### src/rtl/fwd_hazard_unit.sv
// fwd_hazard_unit: EXE operand forward selects plus ID load-use stall, tracking in-flight destinations itself
// Latency: fwd_sel and stall are combinational (0 cycles) from the shadow stages and the ID inputs
// Backpressure: stall holds IF/ID and turns the EXE slot into a bubble; flush overrides stall
module fwd_hazard_unit #(
  parameter int REG_ADDR_W = 5,
  parameter int NUM_SRC    = 3,
  parameter int DEPTH      = 2,
  parameter int LOAD_LAT   = 2,
  parameter int ZERO_REG   = 1,
  localparam int SEL_W     = $clog2(DEPTH + 1)
) (
  input  logic                          clk,
  input  logic                          rst_n,
  input  logic                          flush,
  input  logic                          id_valid,
  input  logic [NUM_SRC*REG_ADDR_W-1:0] id_src,
  input  logic [NUM_SRC-1:0]            id_src_used,
  input  logic [REG_ADDR_W-1:0]         id_dest,
  input  logic                          id_wb_en,
  input  logic                          id_is_load,
  output logic                          stall,
  output logic [NUM_SRC*SEL_W-1:0]      fwd_sel,
  output logic [15:0]                   stall_cnt
);

  typedef logic [REG_ADDR_W-1:0] reg_t;

  // Shadow stages: index 0 is EXE, index k is k stages past EXE.
  logic               st_valid [DEPTH+1];
  logic               st_wb_en [DEPTH+1];
  logic               st_load  [DEPTH+1];
  reg_t               st_dest  [DEPTH+1];
  // Operand info of the instruction currently in EXE.
  reg_t               ex_src   [NUM_SRC];
  logic [NUM_SRC-1:0] ex_used;
  logic               stall_hit;

  // Stage s will write register src; a hardwired r0 never counts as written.
  function automatic logic producer(input int s, input reg_t src);
    return st_valid[s] && st_wb_en[s] && (st_dest[s] == src) &&
           ((ZERO_REG == 0) || (src != '0));
  endfunction

  // Load-use check: the ID instruction would reach EXE before the load's data is forwardable.
  always_comb begin
    stall_hit = 1'b0;
    for (int i = 0; i < NUM_SRC; i++) begin
      for (int j = 0; j <= DEPTH; j++) begin
        if (id_src_used[i] && (j + 1 < LOAD_LAT) && st_load[j] &&
            producer(j, id_src[i*REG_ADDR_W +: REG_ADDR_W]))
          stall_hit = 1'b1;
      end
    end
    stall = id_valid && stall_hit && !flush && rst_n;
  end

  // Forward select per EXE source: scanning oldest to youngest lets the nearest stage win.
  always_comb begin
    fwd_sel = '0;
    for (int i = 0; i < NUM_SRC; i++) begin
      for (int k = DEPTH; k >= 1; k--) begin
        if (st_valid[0] && ex_used[i] && producer(k, ex_src[i]))
          fwd_sel[i*SEL_W +: SEL_W] = SEL_W'(k);
      end
    end
  end

  // Shadow pipeline: capture ID into EXE (bubble on stall/flush), shift the rest down.
  always_ff @(posedge clk or negedge rst_n) begin
    if (!rst_n) begin
      for (int s = 0; s <= DEPTH; s++) begin
        st_valid[s] <= 1'b0;
        st_wb_en[s] <= 1'b0;
        st_load[s]  <= 1'b0;
        st_dest[s]  <= '0;
      end
      for (int i = 0; i < NUM_SRC; i++) ex_src[i] <= '0;
      ex_used <= '0;
    end else begin
      st_valid[0] <= id_valid && !stall && !flush;
      st_wb_en[0] <= id_wb_en;
      st_load[0]  <= id_is_load;
      st_dest[0]  <= id_dest;
      for (int i = 0; i < NUM_SRC; i++) ex_src[i] <= id_src[i*REG_ADDR_W +: REG_ADDR_W];
      ex_used <= id_src_used;
      for (int k = 1; k <= DEPTH; k++) begin
        st_valid[k] <= st_valid[k-1] && !flush;
        st_wb_en[k] <= st_wb_en[k-1];
        st_load[k]  <= st_load[k-1];
        st_dest[k]  <= st_dest[k-1];
      end
    end
  end

  // Saturating stall-cycle counter; only reset clears it.
  always_ff @(posedge clk or negedge rst_n) begin
    if (!rst_n)
      stall_cnt <= '0;
    else if (stall && (stall_cnt != 16'hFFFF))
      stall_cnt <= stall_cnt + 16'd1;
  end

  // A load that has not yet reached LOAD_LAT must never be chosen as a forward source.
  always_ff @(posedge clk) begin
    if (rst_n) begin
      for (int i = 0; i < NUM_SRC; i++) begin
        for (int k = 1; k <= DEPTH; k++) begin
          if (k < LOAD_LAT)
            assert (!((fwd_sel[i*SEL_W +: SEL_W] == SEL_W'(k)) && st_load[k] &&
                      producer(k, ex_src[i])));
        end
      end
    end
  end

endmodule
### config.mk
export PLATFORM = sky130hd
export DESIGN_NAME = fwd_hazard_unit
export DESIGN_NICKNAME = d
export VERILOG_FILES = /design/src/rtl/fwd_hazard_unit.sv
export SDC_FILE = /design/constraint.sdc
export NUM_CORES = 1
export LEC_CHECK = 0
export ABC_AREA = 1
export CORE_MARGIN = 2
export CORE_UTILIZATION = 30
export CTS_CLUSTER_SIZE = 14
export DETAILED_ROUTE_END_ITERATION = 6
export HOLD_SLACK_MARGIN = 0.02
export MAX_ROUTING_LAYER = met4
export PLACE_DENSITY = 0.58
export SYNTH_ARGS = -nofsm -noshare
export SYNTH_HDL_FRONTEND = slang
export SYNTH_SLANG_ARGS = --single-unit
### constraint.sdc
create_clock -name clk -period 3.6 [get_ports clk]
set_clock_uncertainty 0.1 [all_clocks]
set_input_delay 1.08 -clock clk [delete_from_list [all_inputs] [get_ports clk]]
set_output_delay 1.08 -clock clk [all_outputs]
set_load 0.01 [all_outputs]
### Word-level counts from Yosys, hierarchy flattened

Index checks and enable logic that the tools add are counted.

* logic and storage cells: 87
* bits of input ports: 29
* register bits after elaboration: 56
* output and inout bits: 23

* $add $sub $neg: 1
* equal/unequal tests: 10
* multiplexer cells: 9
* reduce and logical (&&, ||, !) cells: 52

Operators with widths (count)
* == test 5 bit: 9
* logical AND 1 bit: 44
* nonzero test 5 bit: 6
* adder 16 x 1 -> 16 bit (second input constant): 1
* != test 16 bit (second input constant): 1
* two-way mux 2 bit: 6
* two-way mux 1 bit: 3
* zero test 1 bit: 2

### Depth between registers and ports, before layout

* depth after elaboration: 13
* depth in mapped cells: 13

### Least setup slack after synthesis

OpenSTA, ideal clock, no wires.

* path kind: input port to output port
* start: input id_src[11]
* end: output stall
* path slack: 676 ps
* arrival: 1744 ps
* buffers on the path: 0
* stages: 7
* data required time: 2420 ps
* cell sequence: inv_1 > nor2_1 > nor3_1 > nand3_1 > nand3_2 > nand2_1 > inv_1

* cells in the longest elaborated chain, start to end: 8

Ends and longest elaborated chain
* start, declared: line 16 `input logic [NUM_SRC*REG_ADDR_W-1:0] id_src,`
* == test 5 bit: line 40 `return st_valid[s] && st_wb_en[s] && (st_dest[s] == src) &&`
* logical AND 1 bit: line 40
* logical AND 1 bit *: line 40
* logical AND 1 bit *: line 49 `if (id_src_used[i] && (j + 1 < LOAD_LAT) && st_load[j] &&`
* two-way mux 1 bit *: line 49
* logical AND 1 bit * (3 in series): line 54 `stall = id_valid && stall_hit && !flush && rst_n;`
* end, declared: line 21 `output logic stall,`

Every way passes the cells marked *; elsewhere a longest branch is shown, timed or not.

### Final worst setup path

* start: input id_src[14]
* end: output stall

Same word-level chain as after synthesis.

==> parameters.txt <==
Parameter                              Value

Outcome
  Run status ... finished clean

Drt
  Average via count per standard cell ... 4.65
  Number of search-and-repair iterations in the first detailed-routing pass ... 5
  First-iteration detailed-routing DRC count ... 72
  Count of vias placed by the detailed router ... 2415
  Residual DRC ... 0
  Number of nets still failing antenna checks after routing ... 0
  Wirelength, routed ... 7050 microns
  Routed length per placed instance ... 13.6 microns

Clock tree
  Deepest level of the CTS H-tree ... 2
  TritonCTS clock tree ... done
  CTS root buf ... clkbuf_8
  CTS Hold Bufs ... 0
  CTS Buffer Depth ... 2
  CTS buffer count ... 5
  Clk Latency, worst-skew pair ... 0.31 ns
  Number of sinks handled by clock tree synthesis ... 56
  Clk slew on worst S/H paths ... 0.09 ns

Global routing
  Maximum number of pins on one net before global-route repair ... 57
  Initial antenna violation count ... 0
  Global-route usage over all layers ... 15.1%
  Leftover overflow at the end of global routing ... 0
  First-pass GRT wire length ... 11600 microns
  Number of global-route vias before repair ... 2463

Setup path
  Reg-to-reg critical path startpoint ... stall_cnt[0]
  R2R Path End ... stall_cnt[2]
  Worst setup path class ... in -> out
  Category of the worst setup path launch point ... input port
  Critical Path Fanout Max ... 3
  Arrival time of the worst setup path ... 2.29 ns
  Setup slack of the worst register-to-register path ... 1.52 ns
  Count of cells along the worst register-to-register path ... 11
  Setup crit end kind ... output port
  Worst EP required ... 2.42 ns

Timing
  Slew Limit Headroom ... 53.7%
  Summed negative setup slack over all endpoints ... 0 ns
  Fraction of the cycle the final worst path needs ... 96.4%
  Number of failing setup endpoints in the final timing report ... 0
  Pin slew with the least headroom to its limit ... 0.695 ns
  Final period demand of the worst path ... 3.47 ns
  Max Slew Vio Count ... 0
  Final hold violations ... 0
  Setup repair after global routing missed its margin ... false
  Upper clock frequency limit ... 288 MHz

Floorplan
  Core ar. ... 9200 sq um
  Height of the die ... 101 microns
  Initial cell density of the core ... 30.7%
  Placement Rows ... 35
  Width of the die ... 101 microns
  Floorplan die area ... 10200 sq um
  Total I/O pin count ... 52

Synthesis
  Total nets after synthesis ... 372
  Mean Syn Cell Area ... 8.25 sq um
  Share of synthesized cell area in and, or, nand and nor gates ... 30.0%
  Synthesized-area fraction occupied by ao, oa, aoi and oai cells ... 5.41%
  Yosys Warn Count ... 0
  Adder-cell share of the synthesized area ... 0.443%
  Number of distinct library cells after synthesis ... 34
  Syn Inst Count ... 342
  Combined area of all synthesized cells ... 2820 sq um
  Synth Area in XOR/XNOR ... 5.85%
  Largest family of logic cells by synthesized area ... simple AND/OR/NAND/NOR gates
  Sequential cell area fraction in the yosys report ... 49.6%
  Share of cell area taken by muxes after synthesis ... 0%
  Synthesis-stage register bit count ... 56

Power and ir drop
  Combinational fraction of design power ... 9.1%
  PwrDens ... 347 nW/um^2
  Clk pwr share ... 37.3%
  Switching portion of total power ... 22.9%
  Int Pwr ... 0.980 mW
  Worst IR drop on VDD ... 167 uV
  Sequential cell fraction of total power ... 53.5%
  Switch Pwr ... 0.290 mW
  Static Leakage ... 1.82 nW

Final layout
  Layout overhead on the synthesized area ... 29.9%
  Post-layout net count ... 438
  Layout cells sized above 1 ... 10.5%
  Antenna diode count ... 0
  Final Core Density ... 39.9%
  Most used cells in the layout excluding fill and tap cells ... nand2_1, dfrtp_1, inv_1, clkdlybuf4s50_1, nor2_1
  Commonest non-fill, non-tap cell in the layout ... nand2_1

Worst hold path
  Class of the most critical hold timing path ... reg -> reg
  Origin of the worst min-delay path ... st_dest[14]
  Hold path depth ... 0
  Hold endpoint ... st_dest[9]

Placed design
  Final weighted congestion of routability-driven global placement ... 0.866
  Port-buffer cells ... 51
  Sum of net half-perimeters after detailed placement ... 5500 microns

Run
  # Max-Cap Violations ... 0
layout make-up:
cell class,count,area (sq um)
clock buffer,5,68.8
clock inverter,2,60.1
fill,953,5530
inverter,61,229
multi-input combinational,224,1190
sequential,56,1400
tap,111,139
timing repair buffer,60,581
power groups by stage:
stage / combinational (mW) / sequential [mW] / clock, mW
6_report: 0.116 / 0.680 / 0.474
5_1_grt: 0.131 / 0.683 / 0.513
4_1_cts: 0.119 / 0.680 / 0.484
3_5_place_dp: 0.120 / 0.692 / 0
3_3_place_gp: 0.119 / 0.692 / 0
2_1_floorplan: 0.0527 / 0.683 / 0
how the worst max path moves through the flow:
stage / endpoint / from / cells past startpoint
floorplan: stall / id_src[11] / 7
global placement: stall / id_src[0] / 10
finish: stall / id_src[14] / 9
CTS: stall / id_src_used[2] / 10
global route: stall / id_src[9] / 9
detailed placement: stall / id_src[0] / 10
metal layers:
| layer | wire length (microns) | up-vias | global-route usage, % |
|---|---|---|---|
| li1 | - | 1208 | - |
| met1 | 3180 | 1119 | 17.6 |
| met4 | 224 | 0 | 5.20 |
| met5 | 0 | - | - |
| met3 | 249 | 20 | 3.26 |
| met2 | 3400 | 68 | 25.8 |
logic make-up after synthesis:
kind of cell / after synthesis
AO/OA/AOI/OAI: 22
AND/OR/NAND/NOR: 183
XOR/XNOR: 18
flip-flops: 56
adder cells (fa/ha/maj): 1
buffers and inverters: 62
state kept, by name, indices dropped and copies added, names as in the netlist:
signal and count:
stall_cnt 16, st_wb_en 3, ex_src 15, st_load 1, st_dest 15, ex_used 3
st_valid 3
per-stage QoR:
stage | hold slack, ns | area, sq um | worst slack [ns] | power (mW) | cells
final | 0.283 | 3670 | 0.128 | 1.27 | 519
after global routing | 0.309 | 3670 | 0.0312 | 1.33 | 519
after CTS | 0.285 | 3640 | 0.00596 | 1.28 | 519
after detailed placement | 0.262 | 3520 | -0.556 | 0.813 | 512
after global placement | 0.265 | 3520 | -0.569 | 0.812 | 512
after floorplan | 0.254 | 2820 | 0.676 | 0.736 | 342
timing repair:
action,CTS,global route
pin swaps,3,2
setup endpoints to repair,1,1
gates resized for setup,14,9
buffers inserted,0,0
cells in the mapped netlist (all sizes together):
cell type	count	area, sq um
clkinv	1	3.75
o211ai	1	7.51
nor2	28	115
xor2	9	78.8
ha	1	12.5
a221oi	1	8.76
nor4	5	31.3
o2111ai	1	8.76
a21oi	3	15.0
nor3b	2	20.0
o21ai	12	86.3
o22ai	3	18.8
nand3b	2	15.0
a211oi	1	7.51
inv	60	225
xnor2	9	86.3
or2	1	6.26
buf	1	15.0
nand4	12	90.1
nor3	14	70.1
dfrtp	56	1400
nand2	97	367
nand3	22	133
worst max-delay path, cell delays in order:
cell and delay (ns):
clkdlybuf4s50_1 0.47, nand2_1 0.09, nand3_1 0.10, nor2_1 0.10
nand3_1 0.08, nand3_2 0.09, nand2_1 0.08, inv_2 0.09
buf_6 0.10
Note: power is estimated with default switching activity, not from simulation.
==> edit 1: new RTL, same settings <==
Change the parameter `NUM_SRC` from 3 to 2.
--- a/src/rtl/fwd_hazard_unit.sv
+++ b/src/rtl/fwd_hazard_unit.sv
@@ -4,5 +4,5 @@
 module fwd_hazard_unit #(
   parameter int REG_ADDR_W = 5,
-  parameter int NUM_SRC    = 3,
+  parameter int NUM_SRC    = 2,
   parameter int DEPTH      = 2,
   parameter int LOAD_LAT   = 2,
Ports: changed (resized fwd_sel, id_src and id_src_used); port bits go from 52 to 44. No check against the original RTL was run, so the function may have changed too.
==> edit 1 against the original RTL <==
Core utilization grew 0.17 points. Highest routed layer unchanged. Sequential share of layout area grew 2.9 points. Register-to-register slack gained 40 ps. Cell area shrank 17%. Total power shrank 16%. Routed wire length shrank 28%. Sequential power shrank 12%. Count of clock-buffer cells in the layout is the same. Synthesized cell count shrank 21%. Area after synthesis shrank 18%. Sequential cell count shrank 6. Largest cell class unchanged. Setup slack gained 73 ps.
==> edit 1: results (changes against the original RTL) <==
Outcome
  – Result of the run: finished clean

Layout
  – Ratio of cells with drive above 1 in the final layout: 10.0% (-0.51 points)
  – Count of nets after finishing: 352 (-20%)

Power
  – IR drop worst, VDD: 0.172 mV (+3.0%)
  – Static power due to leakage: 0.00142 uW (-22%)
  – Power dissipated by switching net loads: 245 uW (-16%)

Route
  – Total routed wire length on the met1 layer: 2.39 mm (-25%)
  – Via density per instance: 4.36 (-6.3%)
  – Drt pass-1 iters: 4 (-1)
  – Drt initial violations: 80 (+11%)
  – Vias: 1880 (-22%)
  – Met3 layer wire length in the routed design: 170 um (-32%)

Synth
  – Share of the yosys chip area belonging to registers: 53.9% (+4.3 points)
  – Gate count of the mapped netlist: 269 (-21%)
  – Main area contributors after synthesis: sky130_fd_sc_hd__dfrtp_1, sky130_fd_sc_hd__nand2_1, sky130_fd_sc_hd__inv_1, sky130_fd_sc_hd__nor2_1, sky130_fd_sc_hd__xnor2_1

Critical path
  – Worst setup path start: id_src[9]
  – Register-to-register setup slack: 1560 ps (+40 ps)
  – Depth of the most critical reg-to-reg path: 10 (-1)
  – Reg-to-Reg End: stall_cnt[13]

STA
  – Transition time at the pin with the least slew margin: 626 ps (-68.8 ps)
  – Post-route clock period utilization: 94.4% (-2.0 points)

Hold path
  – Hold endpoint: st_wb_en[0]

Placed design
  – Routability-driven placement congestion ratio: 0.866 (about the same)
  – Post-Place Setup Slack: -349 ps (+207 ps)

Global routing
  – Global Route Usage Sum: 13.6% (-1.5 points)
  – Pin count of the biggest net entering global routing: 51 (-11%)
## edit 1: changes by cell type after synthesis, sizes merged, moves of 2 or more
cell   delta
nand2    -24
inv      -22
dfrtp     -6
nor3      -6
nand4     -5
o21ai     -5
nand3     -4
o22ai     -3
or2       +3
a21oi     -2
nor2      +2
## edit 1: routing by layer
metal | vias up | global-route usage, %
li1 | 962 | -
met1 | 877 | 16.5
met2 | 33 | 22.5
met3 | 8 | 3.29
met4 | 0 | 4.23
met5 | - | -
## edit 1: power groups by stage
stage | combinational [uW] | sequential (uW) | clock [uW]
floorplan | 35.9 | 606 | 0
global route | 96.5 | 603 | 425
finish | 84.5 | 599 | 389
CTS | 86.9 | 599 | 400
global placement | 88.4 | 610 | 0
detailed placement | 89.3 | 611 | 0
## edit 1: how the worst max path moves through the flow
stage | to | cells after the start
finish | stall | 9
global route | stall | 9
CTS | stall | 10
detailed placement | stall | 10
global placement | stall | 10
floorplan | stall | 7
## edit 1: cells by family after synthesis
| logic type | after synthesis | synth area share [%] |
|---|---|---|
| AOI/OAI and AO/OA | 10 | 2.37 |
| xor gates and xnor gates | 20 | 7.55 |
| adders and majority gates | 1 | 0.539 |
| buffers and inverters | 39 | 6.63 |
| DFF | 50 | 53.9 |
| and+or+nand+nor | 149 | 29.0 |
## edit 1: through the flow
stage	hold slack, ps	power [uW]	instance area, um2
6_report	282	1070	3050
5_1_grt	303	1120	3050
4_1_cts	280	1090	3040
3_5_place_dp	260	700	2940
3_3_place_gp	258	698	2940
2_1_floorplan	254	642	2320
## edit 1: worst max-delay path: cells and delay by family
family	cells	cell delay, ps
buffers and inverters	3	640
AND/OR/NAND/NOR	6	490
## edit 1: layout make-up
cell class	count	area [um2]
timing repair buffer	53	498
inverter	38	143
clock buffer	5	68.8
clock inverter	3	40.0
fill	792	4560
multi-input combinational	180	917
tap	102	128
sequential	50	1250
## edit 1: what timing repair did
action / in CTS / in global routing
setup endpoints to repair: 1 / 1
resized for setup: 10 / 5
hold buffers: 0 / 0
cloned: 0 / 0
pin swaps: 0 / 4
==> edit 2: new RTL, same flow settings <==
Made on the original files. Put one more register stage on the output `stall_cnt`, cleared by the reset. The value now appears one clock later. The other outputs are not delayed to match.
--- a/src/rtl/fwd_hazard_unit.sv
+++ b/src/rtl/fwd_hazard_unit.sv
@@ -25,4 +25,6 @@
 
   typedef logic [REG_ADDR_W-1:0] reg_t;
+
+  logic [15:0] stall_cnt_s0;
 
   // Shadow stages: index 0 is EXE, index k is k stages past EXE.
@@ -96,7 +98,7 @@
   always_ff @(posedge clk or negedge rst_n) begin
     if (!rst_n)
-      stall_cnt <= '0;
-    else if (stall && (stall_cnt != 16'hFFFF))
-      stall_cnt <= stall_cnt + 16'd1;
+      stall_cnt_s0 <= '0;
+    else if (stall && (stall_cnt_s0 != 16'hFFFF))
+      stall_cnt_s0 <= stall_cnt_s0 + 16'd1;
   end
 
@@ -114,3 +116,11 @@
   end
 
+  always_ff @(posedge clk or negedge rst_n) begin
+    if (!rst_n) begin
+      stall_cnt <= '0;
+    end else begin
+      stall_cnt <= stall_cnt_s0;
+    end
+  end
+
 endmodule
Behaviour: not the same (a bounded check fails within 4 cycles, from zero or initial values and one cycle with rst_n low).
==> edit 2 against the original RTL <==
Setup slack lost 46 ps. Critical path type unchanged. Area after synthesis grew 15%. Sequential cell count rose by 16. Combinational power up 9%. Total power grew 22%. Sequential power up 27%. Routed wire length up 8.3%. First-iteration DRC count up 5.6%. Cell count rose by 10%. Non-clock buffer count did not move. Global-route usage decreased by 0.58 points. Cell area is 13% higher. Maximum frequency decreased by 1.3%.
==> edit 2: results (changes against the original RTL) <==
Outcome
  – Result of the run: finished clean

Synth
  – Number of nets in the synthesized netlist: 393 (+5.6%)
  – Share of the yosys chip area belonging to registers: 55.7% (+6.0 points)
  – Main area contributors after synthesis: sky130_fd_sc_hd__dfrtp_1, sky130_fd_sc_hd__nand2_1, sky130_fd_sc_hd__inv_1, sky130_fd_sc_hd__nor2_1, sky130_fd_sc_hd__nand3_1
  – Main synth FF type: sky130_fd_sc_hd__dfrtp_1
  – Synth cell types: 30 (-12%)
  – Xor and xnor fraction of the mapped netlist area: 4.87% (-0.98 points)
  – Adder-cell share of the synthesized area: 0.387% (-0.057 points)
  – Most frequent cells after synthesis: sky130_fd_sc_hd__nand2_1, sky130_fd_sc_hd__dfrtp_1, sky130_fd_sc_hd__inv_1, sky130_fd_sc_hd__nor2_1, sky130_fd_sc_hd__nand3_1
  – Yosys warning count: 0 (unchanged)
  – Complex-gate fraction of the synthesized area: 3.71% (-1.7 points)

Critical path
  – Signal arrival time at the worst endpoint: 2340 ps (+50 ps)
  – CP max stage cell: sky130_fd_sc_hd__clkdlybuf4s50_1
  – Maximum fanout encountered on the critical timing path: 2 (-1)

Global routing
  – Global-route wire length before repair: 12.4 mm (+7.0%)
  – Pin count of the biggest net entering global routing: 73 (+28%)
  – Global Route Usage Sum: 14.5% (-0.58 points)
  – GR Layer Usage met3: 2.97% (-0.29 points)
  – Number of global-route vias before repair: 2578 (+4.7%)
  – GR Layer Usage met1: 16.7% (-0.90 points)
  – GR Util met2: 24.8% (-0.95 points)

Placed design
  – DP Area: 0.00395 mm2 (+12%)
  – Total half-perimeter wirelength after legalization and detailed placement: 5.89 mm (+7.1%)
  – Routability-driven placement congestion ratio: 0.848 (-2.1%)

Power
  – IR drop worst, VDD: 0.186 mV (+11%)
  – Share of total power in sequential cells: 55.6% (+2.1 points)
  – Pwr per Cell Area: 373 mW/mm2 (+7.5%)
  – Static power due to leakage: 0.00201 uW (+11%)
  – Internal power contribution: 1140 uW (+17%)
  – Clock power frac: 36.2% (-1.1 points)

Layout
  – Diode insertion count for antenna repair: 0 (unchanged)
  – Count of nets after finishing: 462 (+5.5%)
  – Largest registers: stall_cnt: 16 flops, stall_cnt_s0: 16 flops
  – Ratio of cells with drive above 1 in the final layout: 13.5% (+3.0 points)

Route
  – Mean routed wirelength per cell: 13.3 um (-1.9%)
  – Met3 layer wire length in the routed design: 405 um (+63%)
  – Drt initial violations: 76 (+5.6%)
  – WL met2: 3.87 mm (+14%)
  – Via density per instance: 4.51 (-3.0%)
  – Total routed wire length on the met1 layer: 3.24 mm (+1.9%)

Clocking
  – Clock Latency Late Sink: 350 ps (+40 ps)
  – Number of CTS-inserted buffers: 9 (+4)
  – Maximum level of the CTS H-tree: 3 (+1)

STA
  – Worst-case headroom to the max-slew limit: 41.0% (-13 points)
-- edit 2: cell types whose count changed in the layout (fill, tap and decap cells not counted), sizes merged, moves of 3 or more --
| cell | change |
|---|---|
| clkbuf | +5 |
| clkinvlp | +3 |
| dfrtp | +16 |
| nand3 | +3 |
| nand4 | -4 |
| nor2 | +10 |
| nor3 | -4 |
| o21ai | -3 |
-- edit 2: timing repair --
action	CTS	global route
buffers inserted	0	1
endpoints found under the setup margin	1	2
pin swaps	4	4
gates resized for setup	12	10
-- edit 2: final cells by class --
| cell class | count | area, um2 |
|---|---|---|
| flip-flops and latches | 72 | 1800 |
| well taps | 136 | 170 |
| multi-input cells | 229 | 1200 |
| repair buffers | 60 | 586 |
| clock inverters | 6 | 45.0 |
| clock buffers | 10 | 128 |
| fillers | 1035 | 6260 |
| inverters | 60 | 225 |
-- edit 2: final timing paths --
path                                     to           start  slack, ps  cells after the start
max in group asynchronous         ex_src[2]           rst_n       1940                      2
min in group asynchronous      stall_cnt[9]           rst_n        880                      2
max reg2reg                stall_cnt_s0[15]     st_dest[13]       1520                     14
min                              st_dest[9]     st_dest[14]        290                      0
max                                   stall  id_src_used[2]         80                     10
min reg2reg                      st_dest[9]     st_dest[14]        290                      0
-- edit 2: through the flow --
step	hold WS (ps)	instances	worst slack [ps]	TNS, ps	utilization [%]
after floorplan	254	363	681	0	-
after global placement	275	556	-464	-464	37.9
after detailed placement	269	556	-466	-466	37.9
after CTS	287	572	5.64	0	39.5
after global routing	305	573	-8.00	-8.00	39.9
final	286	573	82.3	0	39.9
-- edit 2: kinds of logic (layout without fill, tap and decap cells) --
group,count (synthesis),in the layout
xor+xnor,18,18
simple gates,191,191
flops,72,72
fa+ha+maj,1,1
buf+inv,62,136
compound gates,19,19
